===== src/rtl/gpu_sram_pkg.sv =====
// gpu_sram_pkg: shared constants and types for the GPU frame-buffer SRAM path.
//   - SRAM_ADDR_W / SRAM_DATA_W : geometry of the single GPU SRAM port
//   - arb_state_t               : port arbiter state
//   - COLOR_*                   : 4x4-bit colour words used by the clear engine
package gpu_sram_pkg;

  localparam int SRAM_ADDR_W = 18;
  localparam int SRAM_DATA_W = 16;

  typedef enum logic [1:0] {
    BLANKED = 2'd0,
    IDLE    = 2'd1,
    ACCESS  = 2'd2
  } arb_state_t;

  localparam logic [SRAM_DATA_W-1:0] COLOR_BLACK = 16'h0000;
  localparam logic [SRAM_DATA_W-1:0] COLOR_WHITE = 16'hFFFF;
  localparam logic [SRAM_DATA_W-1:0] COLOR_CLEAR = 16'h000F;

endpackage


===== src/rtl/rr_pick.sv =====
// rr_pick: combinational rotating-priority selector.
//   req : request vector
//   ptr : index of the last winner; search starts at ptr+1 and wraps
//   gnt : one-hot grant (all zero when no request)
module rr_pick #(
  parameter int N  = 3,
  parameter int PW = $clog2(N)
) (
  input  logic [N-1:0]  req,
  input  logic [PW-1:0] ptr,
  output logic [N-1:0]  gnt
);

  int idx;

  // Walk from the farthest candidate to the nearest so the last hit,
  // i.e. the one closest after ptr, is the one that remains.
  always_comb begin
    gnt = '0;
    idx = 0;
    for (int i = N; i >= 1; i--) begin
      idx = (int'(ptr) + i) % N;
      if (req[idx[PW-1:0]]) begin
        gnt = '0;
        gnt[idx[PW-1:0]] = 1'b1;
      end
    end
  end

endmodule


===== src/rtl/sram_port_arbiter.sv =====
// sram_port_arbiter: shares the GPU SRAM port between NUM_REQ frame-buffer
// requesters during video blanking.
//   I_CLK, I_RST_N (async, active low)
//   I_VIDEO_ON             : scanout owns the SRAM, no grants
//   I_REQ_VALID/WRITE/ADDR/DATA, O_REQ_READY : per-requester valid/ready request
//   O_RD_VALID, O_RD_DATA  : tagged read return, READ_LATENCY+2 after acceptance
//   O_SRAM_ADDR/DATA/READ/WRITE, I_SRAM_DATA : registered SRAM port
// Build option: define SRAM_ARB_FIXED_PRIO_EN for fixed priority (lowest index
// wins) instead of round-robin.
module sram_port_arbiter
  import gpu_sram_pkg::*;
#(
  parameter int NUM_REQ      = 3,
  parameter int ADDR_W       = SRAM_ADDR_W,
  parameter int DATA_W       = SRAM_DATA_W,
  parameter int READ_LATENCY = 2
) (
  input  logic                      I_CLK,
  input  logic                      I_RST_N,
  input  logic                      I_VIDEO_ON,
  input  logic [NUM_REQ-1:0]        I_REQ_VALID,
  input  logic [NUM_REQ-1:0]        I_REQ_WRITE,
  input  logic [NUM_REQ*ADDR_W-1:0] I_REQ_ADDR,
  input  logic [NUM_REQ*DATA_W-1:0] I_REQ_DATA,
  output logic [NUM_REQ-1:0]        O_REQ_READY,
  output logic [NUM_REQ-1:0]        O_RD_VALID,
  output logic [DATA_W-1:0]         O_RD_DATA,
  input  logic [DATA_W-1:0]         I_SRAM_DATA,
  output logic [DATA_W-1:0]         O_SRAM_DATA,
  output logic [ADDR_W-1:0]         O_SRAM_ADDR,
  output logic                      O_SRAM_READ,
  output logic                      O_SRAM_WRITE
);

  localparam int IW = $clog2(NUM_REQ);

  arb_state_t                             state;
  logic                                   sram_we;
  logic [IW-1:0]                          sram_id;
  logic [NUM_REQ-1:0]                     req_ok, gnt;
  logic [IW-1:0]                          win;
  logic                                   acc;
  logic [READ_LATENCY-1:0]                tag_vld;
  logic [READ_LATENCY-1:0][IW-1:0]        tag_id;

  // Requests are masked while scanout owns the SRAM or reset is active.
  assign req_ok = I_REQ_VALID & {NUM_REQ{I_RST_N & ~I_VIDEO_ON}};

`ifdef SRAM_ARB_FIXED_PRIO_EN
  // A constant pointer of NUM_REQ-1 makes the search start at index 0.
  localparam logic [IW-1:0] FIX_PTR = IW'(NUM_REQ - 1);
  rr_pick #(.N(NUM_REQ), .PW(IW)) u_pick (.req(req_ok), .ptr(FIX_PTR), .gnt(gnt));
`else
  logic [IW-1:0] ptr;
  rr_pick #(.N(NUM_REQ), .PW(IW)) u_pick (.req(req_ok), .ptr(ptr), .gnt(gnt));

  always_ff @(posedge I_CLK or negedge I_RST_N) begin
    if (!I_RST_N)  ptr <= IW'(NUM_REQ - 1);
    else if (acc)  ptr <= win;
  end
`endif

  assign O_REQ_READY = gnt;
  assign acc         = |gnt;

  always_comb begin
    win = '0;
    for (int k = 0; k < NUM_REQ; k++)
      if (gnt[k]) win = IW'(k);
  end

  // Port FSM; the strobes decode straight from registered state so they drop
  // asynchronously with reset.
  always_ff @(posedge I_CLK or negedge I_RST_N) begin
    if (!I_RST_N) begin
      state       <= IDLE;
      sram_we     <= 1'b0;
      sram_id     <= '0;
      O_SRAM_ADDR <= '0;
      O_SRAM_DATA <= '0;
    end else if (acc) begin
      state       <= ACCESS;
      sram_we     <= I_REQ_WRITE[win];
      sram_id     <= win;
      O_SRAM_ADDR <= I_REQ_ADDR[win*ADDR_W +: ADDR_W];
      O_SRAM_DATA <= I_REQ_DATA[win*DATA_W +: DATA_W];
    end else begin
      state       <= I_VIDEO_ON ? BLANKED : IDLE;
    end
  end

  assign O_SRAM_READ  = (state == ACCESS) & ~sram_we;
  assign O_SRAM_WRITE = (state == ACCESS) &  sram_we;

  // Read tag pipe starts at the strobe cycle, so the tag leaves the last stage
  // in the cycle the SRAM presents the data.
  always_ff @(posedge I_CLK or negedge I_RST_N) begin
    if (!I_RST_N) begin
      tag_vld    <= '0;
      tag_id     <= '0;
      O_RD_VALID <= '0;
      O_RD_DATA  <= '0;
    end else begin
      tag_vld[0] <= O_SRAM_READ;
      tag_id[0]  <= sram_id;
      for (int s = 1; s < READ_LATENCY; s++) begin
        tag_vld[s] <= tag_vld[s-1];
        tag_id[s]  <= tag_id[s-1];
      end
      if (tag_vld[READ_LATENCY-1]) begin
        O_RD_VALID <= NUM_REQ'(1) << tag_id[READ_LATENCY-1];
        O_RD_DATA  <= I_SRAM_DATA;
      end else begin
        O_RD_VALID <= '0;
      end
    end
  end

endmodule


===== config.mk =====
export PLATFORM = sky130hd
export DESIGN_NAME = sram_port_arbiter
export DESIGN_NICKNAME = d
export VERILOG_FILES = /design/src/rtl/gpu_sram_pkg.sv /design/src/rtl/rr_pick.sv /design/src/rtl/sram_port_arbiter.sv
export SDC_FILE = /design/constraint.sdc
export NUM_CORES = 1
export LEC_CHECK = 0
export CORE_AREA = 8 8 85 124
export CTS_BUF_LIST = sky130_fd_sc_hd__clkbuf_4
export CTS_CLUSTER_DIAMETER = 40
export DETAILED_ROUTE_END_ITERATION = 8
export DIE_AREA = 0 0 93 132
export PLACE_DENSITY = 0.82
export SLEW_MARGIN = 20
export SYNTH_ARGS = -nofsm -noshare
export SYNTH_HDL_FRONTEND = slang
export SYNTH_SLANG_ARGS = --single-unit
export TNS_END_PERCENT = 5

===== constraint.sdc =====
create_clock -name I_CLK -period 3.7 [get_ports I_CLK]
set_input_delay 0.74 -clock I_CLK [delete_from_list [all_inputs] [get_ports I_CLK]]
set_output_delay 0.74 -clock I_CLK [all_outputs]
set_load 0.02 [all_outputs]

==> impl_metrics.env, run 1 <==
export IMPL_syn_area_sq_mm=0.00348
export IMPL_vdd_ir_drop_worst_uv=460
export IMPL_synthCells=335
export IMPL_start_kind="flip-flop"
export IMPL_synth_most_common_cell="dfrtp_1"
export IMPL_grt_pass1_wl_um=19600
export IMPL_seqCellArea_sq_mm=0.00163
export IMPL_globalplace_congestion=0.951
export IMPL_fmax_ghz=0.283
export IMPL_nets=644
export IMPL_drtAntennaViolNets=0
export IMPL_cts_tree="yes"
export IMPL_cts_htree_levels=3
export IMPL_synth_commonest_cells="63 x dfrtp_1, 38 x nor2_1, 22 x a21oi_1, 22 x a31o_2, 22 x nand3_1"
export IMPL_maxCapViolations=0
export IMPL_synthToLayoutAreaGrowth_pct=59.8
export IMPL_setup_violations=0
export IMPL_crit_fanout=6
export IMPL_ios=185
export IMPL_wl_met2_um=6460
export IMPL_num_rows=42
export IMPL_final_layout_size_suffix_gt1_share_pct=16.2
export IMPL_cts_hold_buf=0
export IMPL_r2r_slack_ps=610
export IMPL_report_final_slew_viol_count=0
export IMPL_power_density_mw_per_mm2=776
export IMPL_routed_via_density=5.45
export IMPL_grtUsageTotal_pct=20.3
export IMPL_cts_sinks=65
export IMPL_met1_length_um=4550
export IMPL_die_x_um=93
export IMPL_synth_seq_cells=65
export IMPL_yosysWarningCount=0
export IMPL_critical_path_class="reg -> out"
export IMPL_cp_end_kind="primary output"
export IMPL_start_util_pct=39.9
export IMPL_coreArea_sq_mm=0.00872
export IMPL_synth_edf_count=0
export IMPL_ys_types=37
export IMPL_grt_max_degree=51
export IMPL_fin_skew_ps=22.6
export IMPL_place_ws_ps=46.6
export IMPL_hold_viol=0
export IMPL_grt_remaining_overflow=0
export IMPL_grt_pass1_vias=3726
export IMPL_drtPass1Iterations=4
export IMPL_ys_seq_area_share_pct=46.9
export IMPL_worstPathArrival_ps=2790
export IMPL_rsz0062_at_grt="no"
export IMPL_yosys_area_top_type_share_pct=45.3
export IMPL_cell_internal_pwr_uw=2530
export IMPL_clock_path_buffers=2
export IMPL_leakagePower_uw=0.00241
export IMPL_post_drt_wl_per_cell_um=19.4
export IMPL_hpwlAfterDp_um=9330
export IMPL_io_buffer_count=184
export IMPL_multi_input_area_sq_mm=0.00166
export IMPL_die_area_sq_mm=0.0123
export IMPL_min_path_type="reg -> reg"
export IMPL_period_minus_slack_ps=3530
export IMPL_synth_area_leaders="dfrtp_1 45%, mux2_2 5.8%, a31o_2 5.5%"
export IMPL_drtIter0Drc=162
export IMPL_min_period_over_period_pct=95.5
export IMPL_drc=0
export IMPL_synth_ff_type="dfrtp_1"
export IMPL_fin_tns_setup_ps=0
export IMPL_antenna_found_initial=1
export IMPL_cts_root_buf="clkbuf_4"
export IMPL_yosysTopAreaCell="dfrtp_1"
export IMPL_postCtsSetupRepairBufs=0
export IMPL_via_count=3430
export IMPL_syn_nets=466
export IMPL_syn_avg_cell_area_sq_um=10.4
export IMPL_synthArstFlopShare_pct=100
export IMPL_path_clk_slew_ps=120
export IMPL_num_fill_cells=756
export IMPL_relSlewSlack_pct=52.0
export IMPL_wl_um=12200
export IMPL_setup_ws_ps=166
export IMPL_p_seq_share_pct=29.2
export IMPL_wl_met3_um=890
export IMPL_die_h_um=132
export IMPL_highest_layer="met4"
export IMPL_status="complete, no violations"
export IMPL_power_frac_comb_pct=59.3
export IMPL_numCtsBuffers=9
export IMPL_cp_required_ps=2960
export IMPL_worst_pin_slew_ps=720
export IMPL_switching_share_pct=41.3
export IMPL_clk_latency_ps=430
export IMPL_switching_power_uw=1780
export IMPL_clockPowerShare_pct=11.5
==> final timing paths <==
check,startpoint,to,depth (start not counted)
worst min-delay path,tag_vld[0]$_DFF_PN0_,tag_vld[1]$_DFF_PN0_,0
worst max-delay path,ptr[0]$_DFFE_PN0P_,O_REQ_READY[0],7
max in group asynchronous,I_RST_N,O_SRAM_DATA[15]$_DFFE_PN0P_,2
min in group asynchronous,I_RST_N,O_SRAM_DATA[7]$_DFFE_PN0P_,2
worst min register to register,tag_vld[0]$_DFF_PN0_,tag_vld[1]$_DFF_PN0_,0
worst max register to register,ptr[0]$_DFFE_PN0P_,ptr[1]$_DFFE_PN1P_,11
==> power groups by stage <==
stage	logic (uW)	clock network, uW	registers, uW
finish	2560	497	1260
global route	2740	548	1310
detailed placement	2580	0	1270
CTS	2580	513	1260
floorplan	1200	0	1580
global placement	2520	0	1250
==> worst max-delay path: stages, from the launching register on <==
cell and delay (ps):
dfrtp_1 420, inv_1 110, ha_1 370, or3b_1 460, o32ai_1 150, buf_4 200, mux2_2 340, dlygate4sd2_1 320
==> layer usage <==
layer | vias to the layer above | global-route usage (%)
met5 | - | 0
met4 | 0 | 8.28
met3 | 18 | 6.56
met2 | 152 | 35.8
met1 | 1668 | 21.3
li1 | 1592 | -
==> state kept, by name, indices dropped and copies added (netlist names), 2 cells and up <==
signal,flops
O_SRAM_DATA,16
tag_id,4
O_RD_VALID,3
O_SRAM_ADDR,18
O_RD_DATA,16
state,2
tag_vld,2
ptr,2
==> per-stage QoR <==
step	cell area (sq um)	hold WS, ps	std cells	util (%)	power [uW]
2_1_floorplan	3480	331	335	-	2780
3_3_place_gp	5410	333	612	62.1	3780
3_5_place_dp	5410	336	612	62.1	3860
4_1_cts	5550	366	628	63.7	4360
5_1_grt	5560	378	629	63.7	4590
6_report	5560	363	629	63.7	4310
==> cell families after synthesis <==
group / after synthesis / share of synthesized area [%]
multiplexers: 34 / 10.4
flip-flops: 65 / 46.9
AO/OA/AOI/OAI: 102 / 22.1
adder cells (fa/ha/maj): 4 / 1.44
AND/OR/NAND/NOR: 92 / 13.2
buffers and inverters: 38 / 5.97
==> cell type report <==
cell class                 count  share of cell area, %
sequential                    65                   29.3
clock inverter                 6                   1.22
multi-input combinational    232                   29.9
tap                          110                   2.48
timing repair buffer         199                   35.2
clock buffer                  10                   1.35
inverter                       6                  0.405
antenna                        1                 0.0450
==> cells in the final DEF (no fill, tap or decap), types with 2 or more instances in the layout <==
cell type        instances
a21oi_1                 22
and3b_1                  4
a31o_2                  22
o21ai_0                  2
nor2b_1                  2
ha_1                     4
and2_1                   2
dlygate4sd2_1            3
nor3_1                  13
inv_1                    5
nor2_1                  38
mux2_2                  18
nand3_1                 22
clkbuf_4                10
nand2_1                  2
dfrtp_1                 63
clkdlybuf4s50_1        180
nand4bb_1                2
mux2i_1                 15
o31ai_2                  5
dfstp_2                  2
o31ai_1                 17
nor3b_1                  3
a21o_1                  14
buf_4                   14
a211oi_1                13
clkinvlp_4               2
==> what timing repair did <==
| action | CTS | global route |
|---|---|---|
| setup endpoints to repair | 3 | 0 |
| endpoints found under the hold margin | 0 | 0 |
| gates resized for setup | 3 | 0 |
No activity file was read; power rests on OpenSTA's default activity.
==> run 2: changes to the inputs <==
--- a/config.mk
+++ b/config.mk
@@ -11,6 +11,7 @@
 export DETAILED_ROUTE_END_ITERATION = 8
 export DIE_AREA = 0 0 93 132
 export PLACE_DENSITY = 0.82
+export SKIP_CTS_REPAIR_TIMING = 1
 export SLEW_MARGIN = 20
 export SYNTH_ARGS = -nofsm -noshare
 export SYNTH_HDL_FRONTEND = slang
==> impl_metrics.env, run 2 (synthesis results as in run 1) <==
export IMPL_final_area_sq_mm=0.00558
export IMPL_switching_share_pct=41.3
export IMPL_numCtsBuffers=9
export IMPL_start_util_pct=39.9
export IMPL_clk_latency_ps=430
export IMPL_hold_depth=0
export IMPL_reg2regPathDepth=11
export IMPL_relSlewSlack_pct=52.1
export IMPL_drc=0
export IMPL_fin_skew_ps=22.1
export IMPL_path_clk_slew_ps=120
export IMPL_period_minus_slack_ps=3440
export IMPL_path_cells="inv_1 > ha_1 > or3b_1 > o32ai_1 > buf_4 > mux2_2 > dlymetal6s2s_1"
export IMPL_setup_violations=0
export IMPL_switching_power_uw=1780
export IMPL_power_frac_comb_pct=59.4
export IMPL_largest_reg_flops=18
export IMPL_clock_path_buffers=2
export IMPL_nets=644
export IMPL_finalCoreUtilization_pct=63.9
export IMPL_final_common_cell="clkdlybuf4s50_1"
export IMPL_grt_pass1_vias=3725
export IMPL_wl_um=12200
export IMPL_seqCellArea_sq_mm=0.00163
export IMPL_grt_pass1_wl_um=19600
export IMPL_crit_fanout=6
export IMPL_startpoint="ptr[0]$_DFFE_PN0P_"
export IMPL_cts_root_buf="clkbuf_4"
export IMPL_top_register="O_SRAM_ADDR"
export IMPL_p_seq_share_pct=29.1
export IMPL_start_kind="flip-flop"
export IMPL_layout_common_cells="180 x clkdlybuf4s50_1, 63 x dfrtp_1, 38 x nor2_1"
export IMPL_min_path_type="reg -> reg"
export IMPL_min_from="tag_vld[0]$_DFF_PN0_"
export IMPL_coreArea_sq_mm=0.00872
export IMPL_ios=185
export IMPL_layout_cells_non_filler=629
export IMPL_routed_via_density=5.43
export IMPL_cp_end_kind="primary output"
export IMPL_r2r_slack_ps=610
export IMPL_num_rows=42
export IMPL_crit_slowest_cell="or3b_1"
export IMPL_grtUsageTotal_pct=20.3
export IMPL_grt_remaining_overflow=0
export IMPL_slowest_delay_ps=470
export IMPL_post_drt_wl_per_cell_um=19.4
export IMPL_multi_input_area_sq_mm=0.00167
export IMPL_grt_max_degree=51
export IMPL_cts_sinks=65
export IMPL_num_fill_cells=753
export IMPL_cts_tree="yes"
export IMPL_globalplace_congestion=0.951
export IMPL_worstPathArrival_ps=2700
export IMPL_reg2reg_to="O_SRAM_ADDR[3]$_DFFE_PN0P_"
export IMPL_synthToLayoutAreaGrowth_pct=60.3
export IMPL_die_h_um=132
export IMPL_min_to="tag_vld[1]$_DFF_PN0_"
export IMPL_fmax_ghz=0.290
export IMPL_worst_pin_slew_ps=719
export IMPL_min_period_over_period_pct=93.1
export IMPL_antenna_found_initial=1
export IMPL_power_density_mw_per_mm2=775
export IMPL_cell_internal_pwr_uw=2540
export IMPL_hold_viol=0
export IMPL_drtIter0Drc=181
export IMPL_cp_required_ps=2960
export IMPL_cts_htree_levels=3
export IMPL_top_regs="O_SRAM_ADDR: 18 flops, O_RD_DATA: 16 flops, O_SRAM_DATA: 16 flops"
export IMPL_final_layout_size_suffix_gt1_share_pct=16.6
export IMPL_leakagePower_uw=0.00245
export IMPL_vdd_ir_drop_worst_uv=460
export IMPL_report_final_slew_viol_count=0
export IMPL_io_buffer_count=184
export IMPL_hpwlAfterDp_um=9330
export IMPL_critical_path_class="reg -> out"
export IMPL_rr_startpoint="ptr[0]$_DFFE_PN0P_"
export IMPL_maxCapViolations=0
export IMPL_drtPass1Iterations=4
export IMPL_die_area_sq_mm=0.0123
export IMPL_dp_cells=612
export IMPL_drtAntennaViolNets=0
export IMPL_die_x_um=93
export IMPL_via_count=3413
export IMPL_clockPowerShare_pct=11.5
export IMPL_rsz0062_at_grt="no"
export IMPL_status="complete, no violations"
export IMPL_placement_cell_area_sq_mm=0.00541
[run 2: cell type report]
type                       count  area share, %
clock inverter                 6           1.21
timing repair buffer         199           35.3
clock buffer                  10           1.35
multi-input combinational    232           30.0
antenna                        1         0.0449
tap                          110           2.47
sequential                    65           29.2
inverter                       6          0.404
[run 2: power groups by stage]
stage | clock network [uW] | logic [uW] | registers, uW
after floorplan | 0 | 1200 | 1580
after global routing | 548 | 2750 | 1310
final | 498 | 2570 | 1260
after CTS | 513 | 2590 | 1260
after detailed placement | 0 | 2580 | 1270
after global placement | 0 | 2520 | 1250
[run 2: worst max path at each step]
stage / to / slack [ps]
2_1_floorplan: O_REQ_READY[2] / 620
3_3_place_gp: O_REQ_READY[1] / 70
3_5_place_dp: O_REQ_READY[1] / 50
4_1_cts: O_REQ_READY[1] / -100
5_1_grt: O_REQ_READY[0] / 110
6_report: O_REQ_READY[0] / 260
[run 2: routing by layer]
| metal | routed length (um) | GRT usage (%) | vias up | share of wire (%) |
|---|---|---|---|---|
| met1 | 4570 | 21.4 | 1666 | 37 |
| met3 | 893 | 6.56 | 17 | 7.3 |
| li1 | - | - | 1591 | - |
| met5 | 0 | 0 | - | 0 |
| met4 | 278 | 8.28 | 0 | 2.3 |
| met2 | 6470 | 35.8 | 139 | 53 |
[run 2: worst max-delay path, delay by kind of cell (launching register included)]
family | cells | cell delay (ps)
buf+inv | 3 | 510
simple gates | 1 | 470
flops | 1 | 430
fa+ha+maj | 1 | 370
mux | 1 | 340
compound gates | 1 | 160
[run 2: per-stage QoR]
step,setup TNS [ps],setup WS [ps],hold WS [ps],power [uW]
3_3_place_gp,0,73.8,333,3780
6_report,0,256,369,4320
5_1_grt,0,108,378,4600
3_5_place_dp,0,46.6,336,3860
2_1_floorplan,0,622,331,2780
4_1_cts,-233,-96.8,366,4370
==> run 3: changes to the inputs <==
--- a/config.mk
+++ b/config.mk
@@ -11,6 +11,7 @@
 export DETAILED_ROUTE_END_ITERATION = 8
 export DIE_AREA = 0 0 93 132
 export PLACE_DENSITY = 0.82
+export SETUP_SLACK_MARGIN = 0.1
 export SKIP_CTS_REPAIR_TIMING = 1
 export SLEW_MARGIN = 20
 export SYNTH_ARGS = -nofsm -noshare
==> results of run 3 <==
Same layout as run 2: the final DEF is identical, and so are final timing and power.
